--- src/rtl/timer_event_collector_if.sv ---
// Event presentation channel of the timer event collector: valid/ready
// handshake carrying timer id, capture timestamp and overrun flag.
interface timer_event_collector_if #(
    parameter int ID_W  = 3,
    parameter int CNT_W = 10
);
    logic             evt_valid;
    logic             evt_ready;
    logic [ID_W-1:0]  evt_id;
    logic [CNT_W-1:0] evt_stamp;
    logic             evt_overrun;

    modport master (
        output evt_valid,
        output evt_id,
        output evt_stamp,
        output evt_overrun,
        input  evt_ready
    );

    modport slave (
        input  evt_valid,
        input  evt_id,
        input  evt_stamp,
        input  evt_overrun,
        output evt_ready
    );
endinterface

--- src/rtl/timer_event_collector.sv ---
// Time-stamps timer expiry pulses with the global count, keeps one pending
// event per timer and presents them round-robin over a valid/ready channel.
module timer_event_collector #(
    parameter int TIMER_NUM = 5,
    parameter int CNT_W     = 10,
    parameter int ID_W      = 3
) (
    input  logic                     clk,
    input  logic                     rst_n,
    input  logic [TIMER_NUM-1:0]     expired_in,
    input  logic [CNT_W-1:0]         global_cnt,
    timer_event_collector_if.master  evt_if,
    output logic [TIMER_NUM-1:0]     pending
);

    logic [TIMER_NUM-1:0] pending_r;
    logic [TIMER_NUM-1:0] ovr_r;
    logic [CNT_W-1:0]     stamp_r [TIMER_NUM];
    logic [ID_W-1:0]      last_grant_r;

    logic                 evt_valid_r;
    logic [ID_W-1:0]      evt_id_r;
    logic [CNT_W-1:0]     evt_stamp_r;
    logic                 evt_overrun_r;

    logic [ID_W-1:0]      win_s;
    logic                 found_s;
    logic                 load_s;
    logic [TIMER_NUM-1:0] clr_s;

    // Round-robin search starting just after the last granted timer.
    always_comb begin
        logic [ID_W-1:0] idx;
        win_s   = '0;
        found_s = 1'b0;
        idx     = '0;
        for (int k = 1; k <= TIMER_NUM; k++) begin
            idx     = ID_W'((int'(last_grant_r) + k) % TIMER_NUM);
            win_s   = (!found_s && pending_r[idx]) ? idx : win_s;
            found_s = found_s | pending_r[idx];
        end
    end

    // Load when something is pending and the output slot is free or draining.
    always_comb begin
        load_s = (|pending_r) && (!evt_valid_r || evt_if.evt_ready);
        clr_s  = '0;
        for (int i = 0; i < TIMER_NUM; i++) begin
            clr_s[i] = load_s && (win_s == ID_W'(i));
        end
    end

    // Per-timer capture; a new pulse overrides the clear of a loaded entry.
    always_ff @(posedge clk or negedge rst_n) begin
        if (!rst_n) begin
            pending_r <= '0;
            ovr_r     <= '0;
            for (int i = 0; i < TIMER_NUM; i++) begin
                stamp_r[i] <= '0;
            end
        end else begin
            for (int i = 0; i < TIMER_NUM; i++) begin
                if (expired_in[i]) begin
                    pending_r[i] <= 1'b1;
                    if (!pending_r[i] || clr_s[i]) begin
                        stamp_r[i] <= global_cnt;
                        ovr_r[i]   <= 1'b0;
                    end else begin
                        ovr_r[i]   <= 1'b1;
                    end
                end else if (clr_s[i]) begin
                    pending_r[i] <= 1'b0;
                    ovr_r[i]     <= 1'b0;
                end else begin
                    pending_r[i] <= pending_r[i];
                end
            end
        end
    end

    // Output register and round-robin pointer.
    always_ff @(posedge clk or negedge rst_n) begin
        if (!rst_n) begin
            evt_valid_r   <= 1'b0;
            evt_id_r      <= '0;
            evt_stamp_r   <= '0;
            evt_overrun_r <= 1'b0;
            last_grant_r  <= ID_W'(TIMER_NUM - 1);
        end else if (load_s) begin
            evt_valid_r   <= 1'b1;
            evt_id_r      <= win_s;
            evt_stamp_r   <= stamp_r[win_s];
            evt_overrun_r <= ovr_r[win_s];
            last_grant_r  <= win_s;
        end else if (evt_valid_r && evt_if.evt_ready) begin
            evt_valid_r   <= 1'b0;
        end else begin
            evt_valid_r   <= evt_valid_r;
        end
    end

    assign evt_if.evt_valid   = evt_valid_r;
    assign evt_if.evt_id      = evt_id_r;
    assign evt_if.evt_stamp   = evt_stamp_r;
    assign evt_if.evt_overrun = evt_overrun_r;
    assign pending            = pending_r;

endmodule
--- src/flat_wrapper.sv ---
// flat-port wrapper written by rule: the top's interface ports become plain ports
module timer_event_collector_flat 
#(
    parameter int TIMER_NUM = 5,
    parameter int CNT_W     = 10,
    parameter int ID_W      = 3
)
  (clk, rst_n, expired_in, global_cnt, pending, evt_if_evt_valid, evt_if_evt_id, evt_if_evt_stamp, evt_if_evt_overrun, evt_if_evt_ready);
  timer_event_collector_if #(.ID_W(ID_W), .CNT_W(CNT_W)) evt_if_i ();
  input  logic clk;
  input  logic rst_n;
  input  logic [TIMER_NUM-1:0] expired_in;
  input  logic [CNT_W-1:0] global_cnt;
  output logic [TIMER_NUM-1:0] pending;
  output wire logic [$bits(evt_if_i.evt_valid)-1:0] evt_if_evt_valid;
  output wire logic [$bits(evt_if_i.evt_id)-1:0] evt_if_evt_id;
  output wire logic [$bits(evt_if_i.evt_stamp)-1:0] evt_if_evt_stamp;
  output wire logic [$bits(evt_if_i.evt_overrun)-1:0] evt_if_evt_overrun;
  input wire logic [$bits(evt_if_i.evt_ready)-1:0] evt_if_evt_ready;
  assign evt_if_evt_valid = evt_if_i.evt_valid;
  assign evt_if_evt_id = evt_if_i.evt_id;
  assign evt_if_evt_stamp = evt_if_i.evt_stamp;
  assign evt_if_evt_overrun = evt_if_i.evt_overrun;
  assign evt_if_i.evt_ready = evt_if_evt_ready;
  timer_event_collector #(.TIMER_NUM(TIMER_NUM), .CNT_W(CNT_W), .ID_W(ID_W)) u_core (.clk(clk), .rst_n(rst_n), .expired_in(expired_in), .global_cnt(global_cnt), .evt_if(evt_if_i), .pending(pending));
endmodule
--- config.mk ---
export PLATFORM = sky130hd
export DESIGN_NAME = timer_event_collector_flat
export DESIGN_NICKNAME = d
export VERILOG_FILES = /design/src/rtl/timer_event_collector_if.sv /design/src/rtl/timer_event_collector.sv /design/src/flat_wrapper.sv
export SDC_FILE = /design/constraint.sdc
export NUM_CORES = 1
export LEC_CHECK = 0
export ABC_AREA = 1
export CAP_MARGIN = 20
export CORE_MARGIN = 4
export CORE_UTILIZATION = 67
export CTS_BUF_LIST = sky130_fd_sc_hd__clkbuf_8
export CTS_CLUSTER_SIZE = 28
export DETAILED_ROUTE_END_ITERATION = 16
export DONT_BUFFER_PORTS = 1
export PLACE_DENSITY = 0.83
export SETUP_SLACK_MARGIN = 0.02
export SKIP_LAST_GASP = 1
export SYNTH_ARGS = -nofsm -noshare
export SYNTH_HDL_FRONTEND = slang
export SYNTH_SLANG_ARGS = --single-unit
--- constraint.sdc ---
create_clock -name clk -period 4.7 [get_ports clk]
set_input_delay 0.94 -clock clk [delete_from_list [all_inputs] [get_ports clk]]
set_output_delay 0.94 -clock clk [all_outputs]
set_load 0.03 [all_outputs]
* Word-level counts from Yosys, hierarchy flattened
Cells that the tools add are included.
** Word-level totals
- Bits in latches :: 0
- Bits in writable memories :: 0
- Flip-flop bits (word level) :: 78
- Memory bits (read-only) :: 0
- Output and inout bits :: 20
- Memories kept :: 0
** Cells by class
- Add/subtract/negate cells :: 5
- Multipliers :: 0
- Equal/unequal tests :: 4
- Multiplexer cells :: 42
- $lt $le $gt $ge :: 7
- Bitwise logic cells :: 4
- Reduce and logical (&&, ||, !) cells :: 40
- Shifts and indexed selects :: 0
- Div/mod/pow operators :: 5
** Operators by type and width (count)
- 32-bit by 4-bit modulo with 32-bit output, second input constant :: 5
- 10-bit binary-select mux with 3-bit select :: 1
- 1-bit 2-to-1 mux :: 28
- 3-bit by 4-bit less-than comparator with 1-bit output, second input constant :: 6
- 10-bit 2-to-1 mux :: 2
- 1-bit binary-select mux with 3-bit select :: 6
- 3-bit 2-to-1 mux :: 5
- 2-bit nonzero test :: 6
- 1-bit logical AND :: 11
- 1-bit logical NOT :: 10
- 2-bit AND reduction :: 5
- 3-bit by 2-bit adder with 4-bit output, second input constant :: 2
- 3-bit by 3-bit adder with 4-bit output, second input constant :: 2
- 3-bit by 2-bit equality test with 1-bit output, second input constant :: 2
- 1-bit logical OR :: 6
- 5-bit OR reduction :: 1
- 3-bit by 1-bit adder with 4-bit output, second input constant :: 1
- 4-bit greater-or-equal comparator, second input constant :: 1
- 3-bit NOT with 4-bit output :: 1
- 3-bit by 1-bit equality test with 1-bit output, second input constant :: 1
- 3-bit equality test, second input constant :: 1
- 3-bit logical NOT :: 1
- 1-bit OR :: 3

* Depth between registers and ports, before layout
Gate-level depths: netlist (run 1).
- Depth after elaboration :: 15
- Depth in mapped cells :: 34
- Mapped depth without buffers :: 32

* Worst setup path after synthesis (run 1)
No wires, ideal clock.
- Path type :: flip-flop to flip-flop
- Start point :: register u_core.evt_if.evt_id[0] (netlist name)
- End point :: register u_core.stamp_r[10] (netlist bit)
- Stages on the path, launching flop included :: 31
- Setup slack :: 557 ps
- Arrival time :: 4021 ps
- Data required time :: 4579 ps
- Path buffers :: 4
- Clock period less this slack :: 4143 ps
- Setup time :: 121 ps
- Cell sequence :: dfrtp_1 > buf_2 > buf_1 > inv_1 > ha_1 > ha_1 > inv_1 > nand3b_1 > nand2_1 > xor2_1 > ha_1 > inv_1 > or2_2 > nand2_2 > nand2_2 > nand2_1 > nand2_1 > nand2_1 > nand2_1 > nor2_1 > nor2_1 > nor2_2 > nand3_1 > nand3_2 > buf_8 > nand3_2 > nand2_2 > nand2_1 > buf_2 > nand2_1 > o21ai_1
** RTL lines
- end signal, assigned by index :: RTL line timer_event_collector.sv:66 : stamp_r[i] <= global_cnt;
- end, declared :: RTL line timer_event_collector.sv:18 : logic [CNT_W-1:0] stamp_r [TIMER_NUM];

* Final worst setup path (run 1)
- Start point :: register u_core.last_grant_r[2]
- End point :: register u_core.stamp_r[44] (netlist bit)
** On the way
- Cells in the longest elaborated chain, start to end :: 14
- Elaborated cells between the ends (all ways) :: 40
- Classes of those cells :: 5 x add/sub; 5 x div; 15 x mux; 3 x bitwise; 12 x reduce/logical
** Ends and longest elaborated chain
- start, declared :: RTL line timer_event_collector.sv:19 : logic [ID_W-1:0] last_grant_r;
- start signal, assigned :: RTL line timer_event_collector.sv:88 : last_grant_r <= ID_W'(TIMER_NUM - 1);
- start signal, assigned :: RTL line timer_event_collector.sv:94 : last_grant_r <= win_s;
- 3-bit by 1-bit adder with 4-bit output or 3-bit by 2-bit adder with 4-bit output (tied branches) :: RTL line timer_event_collector.sv:38 : idx = ID_W'((int'(last_grant_r) + k) % TIMER_NUM);
- 32-bit by 4-bit modulo with 32-bit output :: RTL line timer_event_collector.sv:38
- 1-bit binary-select mux with 3-bit select :: RTL line timer_event_collector.sv:39, timer_event_collector.sv:40
- 1-bit 2-to-1 mux (not written as such) :: RTL line timer_event_collector.sv:39, timer_event_collector.sv:40
- 1-bit logical NOT or 1-bit OR (tied branches) :: RTL line timer_event_collector.sv:39, timer_event_collector.sv:40
- 1-bit logical AND (tied with other cells) :: RTL line timer_event_collector.sv:39 : win_s = (!found_s && pending_r[idx]) ? idx : win_s;
- 3-bit 2-to-1 mux (tied with other cells) (2 in series) :: RTL line timer_event_collector.sv:39
- 3-bit 2-to-1 mux or 1-bit logical AND (tied branches) :: RTL line timer_event_collector.sv:39
- 3-bit 2-to-1 mux * :: RTL line timer_event_collector.sv:39
- 3-bit logical NOT * :: RTL line timer_event_collector.sv:49 : clr_s[i] = load_s && (win_s == ID_W'(i));
- 1-bit logical AND * :: RTL line timer_event_collector.sv:49
- 1-bit logical OR * :: RTL line timer_event_collector.sv:65 : if (!pending_r[i] || clr_s[i]) begin
- 2-bit AND reduction (no source line) *
Mark *: on every way between the ends. The rest lies on a longest branch, timed or not. The select of a mux whose other input is x is not followed.
A chain may end at the register's enable or synchronous reset.

==> summary.md, run 1 <==
| Metric | Value |
|---|---|
| Chip height | `97.1 um` |
| Initial Util | `68.8%` |
| Total gr overflow | `0` |
| Crit share post-route | `92.3%` |
| Gpl congestion | `0.882` |
| Peak Freq | `230 MHz` |
| Worst EP required | `4930 ps` |
| Skew-Pair Late Insertion Delay | `350 ps` |
| Sequential fraction of the synthesis area | `35.8%` |
| Row count | `32` |
| Share of cells above drive strength 1 | `13.9%` |
| DR iter-0 viols | `281` |
| Residual DRC | `0` |
| Startpoint types | `register` |
| Vias in the first global route | `4,832` |
| Largest delay contributor family on the critical path | `simple AND/OR/NAND/NOR gates` |
| Post-Synthesis Cell Area | `5320 um2` |
| Crit path max fanout | `13` |
| TritonCTS Sinks | `76` |
| Clk_skew | `10.6 ps` |
| Syn. warnings | `0` |
| IO Count | `38` |
| First-pass GRT wire length | `21.7 mm` |
| Unrepaired setup endpoints after global routing | `true` |
| Hold Vio Cnt, Final | `0` |
| Cell mode on critical path | `nand2_1` |
| Final worst setup slack | `361 ps` |
| CTS tree | `done` |
| CTS Buf Count | `9` |
| Relative slew slack | `56.5%` |
| Die area | `9430 um2` |
| Clk pin slew, worst setup/hold paths | `90 ps` |
| Status | `finished clean` |
| Syn-to-layout area delta | `6.71%` |
| Yosys reg bits | `76` |
| Largest net degree at the start of global routing | `77` |
| Setup TNS | `0 ps` |
| Hpwl dp | `9.58 mm` |
| Final min period | `4340 ps` |
| DRT Pass-1 Iters | `5` |
| Worst min path class | `input port to asynchronous set/reset pin` |
| Slowest CP cell | `dfstp_2` |
| Initial antenna violation count | `0` |
| Vias post-DR | `4,893` |
| Detailed-route wire length per cell | `14.8 um` |
| Htree depth | `3` |
| Slew @ Worst Pin | `653 ps` |
| CP max stage delay | `590 ps` |
| Arr. time, crit path | `4570 ps` |
| Synthesized area per cell | `7.01 um2` |
| Post-synth cell types | `36` |
| Hold slack | `273 ps` |
| Routed Wire Length | `12.9 mm` |
| Syn Nets | `801` |
| Worst path bufs/invs | `3` |
| Final-layout fill cell count | `650` |
| Clk root buf | `clkbuf_8` |
| Die X | `97.1 um` |
| Crit end category | `register` |
| Port bufs | `0` |
| Post-DRT Antenna Nets | `0` |
| Max_cap viols | `0` |
| Area of the core | `7730 um2` |
| Clk buf depth | `2` |
| Diode count | `0` |
| Max Slew Vio Count | `0` |
| Final setup viols | `0` |
| Critical path class | `register to register` |
| Vias/cell | `5.64` |
| Tot GR Track Use | `27.9%` |
| Setup WS pre-CTS | `-104 ps` |
| Fin nets | `802` |
| Mapped Cells | `759` |
[metal layers]
layer | up-vias | global-route usage, % | wire length, um
li1 | 2397 | - | -
met1 | 2281 | 29.7 | 4740
met2 | 159 | 52.4 | 6860
met3 | 56 | 3.16 | 551
met4 | 0 | 16.3 | 712
met5 | - | 0 | 0
[cell usage in the layout (no fill, tap or decap), drive strengths merged]
master / instances
clkinv: 5
nand4: 5
buf: 16
ha: 24
nor2: 26
nor3: 1
a21oi: 10
xor2: 5
nand2: 307
nand3b: 4
inv: 93
dfrtp: 75
and2: 1
clkinvlp: 3
o21ai: 55
dfstp: 1
or2: 3
nand3: 119
clkbuf: 10
bufinv: 2
[cell families after synthesis]
group           Yosys count  share of synthesized area [%]
compound gates           65                           6.40
xor+xnor                  5                          0.965
fa+ha+maj                24                           5.65
buf+inv                 123                           9.88
flops                    76                           35.8
simple gates            466                           41.3
[through the flow]
step	std cells	area, um2	util (%)
floorplan	759	5320	-
global placement	845	5370	69.4
detailed placement	845	5370	69.4
CTS	861	5600	72.4
global route	867	5670	73.4
finish	867	5670	73.4
[timing repair]
item	in CTS	in global routing
gates resized for setup	2	9
buffers inserted	0	6
hold buffers	0	0
endpoints found under the setup margin	20	68
[registers in the layout, summed over array words and instances, names as in the netlist]
signal / cells
u_core.stamp_r: 50
u_core.last_grant_r: 1
u_core.pending: 5
u_core.evt_if.evt_stamp: 10
u_core.evt_if.evt_overrun: 1
u_core.ovr_r: 5
u_core.evt_if.evt_valid: 1
u_core.evt_if.evt_id: 3
[Yosys cell counts]
cell,count,area (um2)
nand4_4,1,21.3
buf_6,1,11.3
xor2_1,4,35.0
nor2_8,2,40.0
nand2_4,11,124
nand3_1,106,531
nand2_1,277,1040
o21ai_1,30,150
nor2_2,4,25.0
buf_2,13,65.1
ha_1,24,300
inv_4,2,12.5
clkbuf_1,3,11.3
nand3_2,13,130
inv_2,6,22.5
dfstp_2,1,26.3
o21ai_0,22,110
buf_4,6,45.0
buf_1,2,7.51
a21oi_1,9,45.0
o21ai_2,3,26.3
nor2_4,1,11.3
nand3b_1,4,30.0
dfrtp_1,75,1880
nor2_1,19,71.3
and2_1,1,6.26
a21oi_2,1,8.76
buf_8,1,15.0
nand2_2,19,119
clkinv_2,1,5.00
or2_2,3,18.8
xor2_2,1,16.3
nor3_1,1,5.00
inv_1,85,319
clkinv_1,3,11.3
nand4_1,4,25.0
[area by class of cell]
cell class	count	area (um2)	area share (%)
clock buffers	10	138	2.43
clock inverters	6	87.6	1.54
inverters	97	370	6.53
multi-input cells	560	2920	51.4
flip-flops and latches	76	1900	33.6
well taps	102	128	2.25
repair buffers	16	128	2.25
[final timing paths]
kind | slack [ps] | end | start | depth (start not counted)
worst max-delay path | 360 | u_core.stamp_r[44]$_DFFE_PN0P_ | u_core.last_grant_r[2]$_DFFE_PN1P_ | 26
worst min-delay path | 270 | u_core.evt_if.evt_id[2]$_DFFE_PN0P_ | rst_n | 0
worst max register to register | 360 | u_core.stamp_r[44]$_DFFE_PN0P_ | u_core.last_grant_r[2]$_DFFE_PN1P_ | 26
worst min register to register | 480 | u_core.stamp_r[42]$_DFFE_PN0P_ | u_core.stamp_r[42]$_DFFE_PN0P_ | 2
max in group asynchronous | 4190 | u_core.last_grant_r[2]$_DFFE_PN1P_ | rst_n | 0
min in group clk | 480 | u_core.stamp_r[42]$_DFFE_PN0P_ | u_core.stamp_r[42]$_DFFE_PN0P_ | 2
Power of run 1 is not shown: default switching activity piles up to over one toggle a cycle in this logic, so the estimate is an artifact.
==> run 2, diff against run 1 <==
--- a/config.mk
+++ b/config.mk
@@ -5,7 +5,7 @@
 export SDC_FILE = /design/constraint.sdc
 export NUM_CORES = 1
 export LEC_CHECK = 0
-export ABC_AREA = 1
+export ABC_AREA = 0
 export CAP_MARGIN = 20
 export CORE_MARGIN = 4
 export CORE_UTILIZATION = 67
@@ -16,6 +16,7 @@
 export PLACE_DENSITY = 0.83
 export SETUP_SLACK_MARGIN = 0.02
 export SKIP_LAST_GASP = 1
+export SLEW_MARGIN = 20
 export SYNTH_ARGS = -nofsm -noshare
 export SYNTH_HDL_FRONTEND = slang
 export SYNTH_SLANG_ARGS = --single-unit
==> constraint.sdc (replaced) <==
create_clock -name clk -period 4.7 [get_ports clk]
set_input_delay 0.235 -clock clk [delete_from_list [all_inputs] [get_ports clk]]
set_output_delay 0.235 -clock clk [all_outputs]
set_load 0.03 [all_outputs]
==> summary.md, run 2 <==
| Metric | Value |
|---|---|
| Post-synth top area share | `33.7% (was 35.3%)` |
| Row count | `32 (unchanged)` |
| Die X | `99.2 um (was 97.1 um)` |
| Count leader, synth | `dfrtp_1 (was nand2_1)` |
| Ys async rst share | `100% (unchanged)` |
| Largest net degree at the start of global routing | `77` |
| Kind of the worst endpoint | `sequential cell input` |
| Setup WS pre-CTS | `-455 ps (was -104 ps)` |
| Port bufs | `0 (unchanged)` |
| CTS Buf Count | `9 (unchanged)` |
| Htree depth | `3 (unchanged)` |
| Exit stage | `global routing` |
| Syn Nets | `611 (was 801)` |
| Yosys reg bits | `76 (unchanged)` |
| Synth cell count leaders | `dfrtp_1, mux2_2, nand2_1 (was nand2_1, nand3_1, inv_1)` |
| Chip height | `99.2 um (was 97.1 um)` |
| Post-synth cell types | `73 (was 36)` |
| Mapped Cells | `569 (was 759)` |
| Synth area leaders | `dfrtp_1, mux2_2, ha_1, mux2i_1, nand2_1 (was dfrtp_1, nand2_1, nand3_1, inv_1, ha_1)` |
| Clk buf depth | `2 (unchanged)` |
| Worst endpoint after global-route timing repair | `u_core.evt_if.evt_stamp[3]$_DFFE_PN0P_/D` |
| Clk root buf | `clkbuf_8 (unchanged)` |
| IO Count | `38 (unchanged)` |
| Status | `did not finish (was finished clean)` |
| Post-synth EDFFs | `0 (unchanged)` |
| Most used DFF post-synth | `dfrtp_1 (unchanged)` |
| Sequential fraction of the synthesis area | `34.2% (was 35.8%)` |
| Synthesized area per cell | `9.79 um2 (was 7.01 um2)` |
| Gpl congestion | `0.956 (was 0.882)` |
| Largest area contributor in the netlist | `dfrtp_1 (unchanged)` |
| Initial Util | `70.6% (was 68.8%)` |
| TritonCTS Sinks | `76 (unchanged)` |
| Post-Synthesis Cell Area | `5570 um2 (was 5320 um2)` |
| Hpwl dp | `11.7 mm (was 9.58 mm)` |
| Syn. warnings | `0 (unchanged)` |
| Stop Error | `[ERROR DPL-0038] Utilization greater than 100%, impossible to legalize` |
## run 2: what timing repair did
| action | in CTS |
|---|---|
| pin swaps | 25 |
| hold buffers | 4 |
| hold endpoints to repair | 78 |
| cloned | 2 |
| endpoints found under the setup margin | 68 |
| gates resized for setup | 90 |
| buffers inserted | 34 |
## run 2: through the flow
step	instances	area, um2	setup TNS (ps)
after CTS	793	7610	-6860
after detailed placement	739	6560	-21490
after global placement	739	6560	-10360
after floorplan	569	5820	-20470
## run 2: cell families after synthesis
| group | after synthesis | synth area share [%] |
|---|---|---|
| adders and majority gates | 24 | 5.39 |
| buffers and inverters | 56 | 4.60 |
| AOI/OAI and AO/OA | 147 | 20.1 |
| and+or+nand+nor | 166 | 16.1 |
| muxes | 90 | 17.7 |
| xor gates and xnor gates | 10 | 1.91 |
| DFF | 76 | 34.2 |
==> run 3, diff against run 2 <==
--- a/config.mk
+++ b/config.mk
@@ -8,13 +8,10 @@
 export ABC_AREA = 0
 export CAP_MARGIN = 20
 export CORE_MARGIN = 4
-export CORE_UTILIZATION = 67
-export CTS_BUF_LIST = sky130_fd_sc_hd__clkbuf_8
-export CTS_CLUSTER_SIZE = 28
+export CORE_UTILIZATION = 40
 export DETAILED_ROUTE_END_ITERATION = 16
 export DONT_BUFFER_PORTS = 1
-export PLACE_DENSITY = 0.83
-export SETUP_SLACK_MARGIN = 0.02
+export PLACE_DENSITY_LB_ADDON = 0.15
 export SKIP_LAST_GASP = 1
 export SLEW_MARGIN = 20
 export SYNTH_ARGS = -nofsm -noshare
==> summary.md, run 3 <==
| Metric | Value |
|---|---|
| First-pass GRT wire length | `27.1 mm` |
| Htree depth | `3 (unchanged)` |
| CTS tree | `done` |
| Final worst setup slack | `-211 ps` |
| Max FFs per register | `50` |
| Clk root buf | `clkbuf_16 (was clkbuf_8)` |
| Vias post-DR | `5,089` |
| Die X | `126 um (was 99.2 um)` |
| DR iter-0 viols | `220` |
| Area of the core | `13,500 um2` |
| Max_cap viols | `0` |
| Critical path class | `register to register` |
| Synthesized area per cell | `9.79 um2 (unchanged)` |
| Post-DRT Antenna Nets | `0` |
| Clk_skew | `5.64 ps` |
| Final-layout fill cell count | `1,178` |
| Commonest non-fill, non-tap cell in the layout | `buf_4` |
| Sequential cell area | `1910 um2` |
| Initial Util | `41.4% (was 70.6%)` |
| Max Slew Vio Count | `0` |
| Syn-to-layout area delta | `38.4%` |
| Port bufs | `0 (unchanged)` |
| Count leader, synth | `dfrtp_1 (unchanged)` |
| Dpl cells | `823 (was 739)` |
| Final setup viols | `50` |
| Worst min path class | `input port to register` |
| Post-synth cell types | `73 (unchanged)` |
| Setup TNS | `-7650 ps` |
| Total gr overflow | `0` |
| Largest area contributor in the netlist | `dfrtp_1 (unchanged)` |
| CTS Buf Count | `9 (unchanged)` |
| Final min period | `4910 ps` |
| Most used DFF post-synth | `dfrtp_1 (unchanged)` |
| Non-Filler Instances | `872` |
| Diode count | `0` |
| Crit share post-route | `104%` |
| Ys async rst share | `100% (unchanged)` |
| Relative slew slack | `51.3%` |
| Post-synth EDFFs | `0 (unchanged)` |
| Die area | `15,900 um2` |
| Syn. warnings | `0 (unchanged)` |
| Sequential fraction of the synthesis area | `34.2% (unchanged)` |
| Row count | `42 (was 32)` |
| Chip height | `126 um (was 99.2 um)` |
| Share of cells above drive strength 1 | `44.7%` |
| Hold path depth | `1` |
| Fin nets | `733` |
| Crit path max fanout | `10` |
| Status | `finished, violations left (was did not finish)` |
| DRT Pass-1 Iters | `6` |
| Detailed-route wire length per cell | `19.2 um` |
| IO Count | `38 (unchanged)` |
| Yosys reg bits | `76 (unchanged)` |
| Skew-Pair Late Insertion Delay | `340 ps` |
| Peak Freq | `204 MHz` |
| Tot GR Track Use | `21.0%` |
| Gpl congestion | `0.910 (was 0.956)` |
| Largest net degree at the start of global routing | `77` |
| Vias/cell | `5.84` |
| Synth cell count leaders | `dfrtp_1, mux2_2, nand2_1 (unchanged)` |
| Clk pin slew, worst setup/hold paths | `60 ps` |
| Initial antenna violation count | `0` |
| Post-synth top area share | `33.7% (unchanged)` |
| Routed Wire Length | `16.7 mm` |
| Worst EP required | `4920 ps` |
| Hpwl dp | `11.4 mm (was 11.7 mm)` |
| Worst R2R Path Depth | `21` |
| Crit end category | `register` |
| Clk buf depth | `2 (unchanged)` |
| Most frequent cells in the layout | `buf_4, dfrtp_1, mux2_2` |
| Vias in the first global route | `5,168` |
| Area occupied by multi-input gates | `3880 um2` |
| Unrepaired setup endpoints after global routing | `true` |
| Residual DRC | `0` |
| Arr. time, crit path | `5130 ps` |
| Post-Synthesis Cell Area | `5570 um2 (unchanged)` |
| Slew @ Worst Pin | `727 ps` |
| Syn Nets | `611 (unchanged)` |
| Failing checks | `negative setup slack` |
| Hold Vio Cnt, Final | `0` |
| Mapped Cells | `569 (unchanged)` |
| Synth area leaders | `dfrtp_1, mux2_2, ha_1, mux2i_1, nand2_1 (unchanged)` |
| Startpoint types | `register` |
| TritonCTS Sinks | `76 (unchanged)` |
| Top reg by flops | `u_core.stamp_r` |
## run 3: cell counts after synthesis
Identical to the previous run, type by type.
## run 3: path summary, 6_finish.rpt
check / start / endpoint / slack, ps
setup / recovery: u_core.evt_if.evt_id[0]$_DFFE_PN0P_ / u_core.stamp_r[14]$_DFFE_PN0P_ / -210
hold / removal: expired_in[0] / u_core.pending[0]$_DFFE_PN0P_ / 20
setup reg to reg: u_core.evt_if.evt_id[0]$_DFFE_PN0P_ / u_core.stamp_r[14]$_DFFE_PN0P_ / -210
hold reg to reg: u_core.stamp_r[42]$_DFFE_PN0P_ / u_core.stamp_r[42]$_DFFE_PN0P_ / 490
max in group asynchronous: rst_n / u_core.last_grant_r[2]$_DFFE_PN1P_ / 3890
min in group asynchronous: rst_n / u_core.pending[3]$_DFFE_PN0P_ / 430
## run 3: final cells by class
class                   instances  area share (%)
clock buffers                   9            2.92
clock inverters                 7            1.57
inverters                      20            1.10
multi-input cells             437            50.3
flip-flops and latches         76            24.7
well taps                     176            2.85
repair buffers                147            16.5
## run 3: timing repair
action,4_1_cts,5_1_grt
hold buffers,3,0
buffers inserted,21,7
pin swaps,19,7
setup endpoints to repair,60,63
gates resized for setup,50,25
gates cloned,1,1
endpoints found under the hold margin,77,0
## run 3: critical path, cell delays in order (launching register included)
cell and delay (ps):
dfrtp_2 430, buf_6 140, inv_8 50, ha_4 200, ha_4 180, o31ai_4 250
buf_6 140, o311ai_2 110, nand2_2 120, ha_2 210, nand2b_4 60, nor3b_1 130
a221o_1 340, mux2_4 330, or4_4 520, and3_4 200, a211oi_4 230, o221ai_4 210
nor3b_4 220, o21ai_4 200, buf_12 170, mux2_4 310
## run 3: cell families after synthesis
group / synth area share [%]
AND/OR/NAND/NOR: 16.1
XOR/XNOR: 1.91
buffers and inverters: 4.60
adder cells (fa/ha/maj): 5.39
flip-flops: 34.2
AO/OA/AOI/OAI: 20.1
multiplexers: 17.7
## run 3: metal layers
metal / vias up / wire length [um] / global-route usage [%]
met3: 22 / 841 / 4.45
met5: - / 0 / 0
met2: 131 / 7830 / 33.3
met1: 2544 / 7830 / 29.8
met4: 0 / 204 / 4.10
li1: 2392 / - / -
## run 3: through the flow
step | cell area (um2) | util (%) | hold WS (ps) | setup slack [ps]
final | 7710 | 57.3 | 18.7 | -211
after global routing | 7710 | 57.3 | 2.97 | -337
after CTS | 7520 | 55.9 | 3.02 | -167
after detailed placement | 6750 | 50.2 | -58.8 | -282
after global placement | 6750 | 50.2 | -58.8 | -171
after floorplan | 5820 | - | -60.6 | -473
Power of run 3 is left out for the same reason.
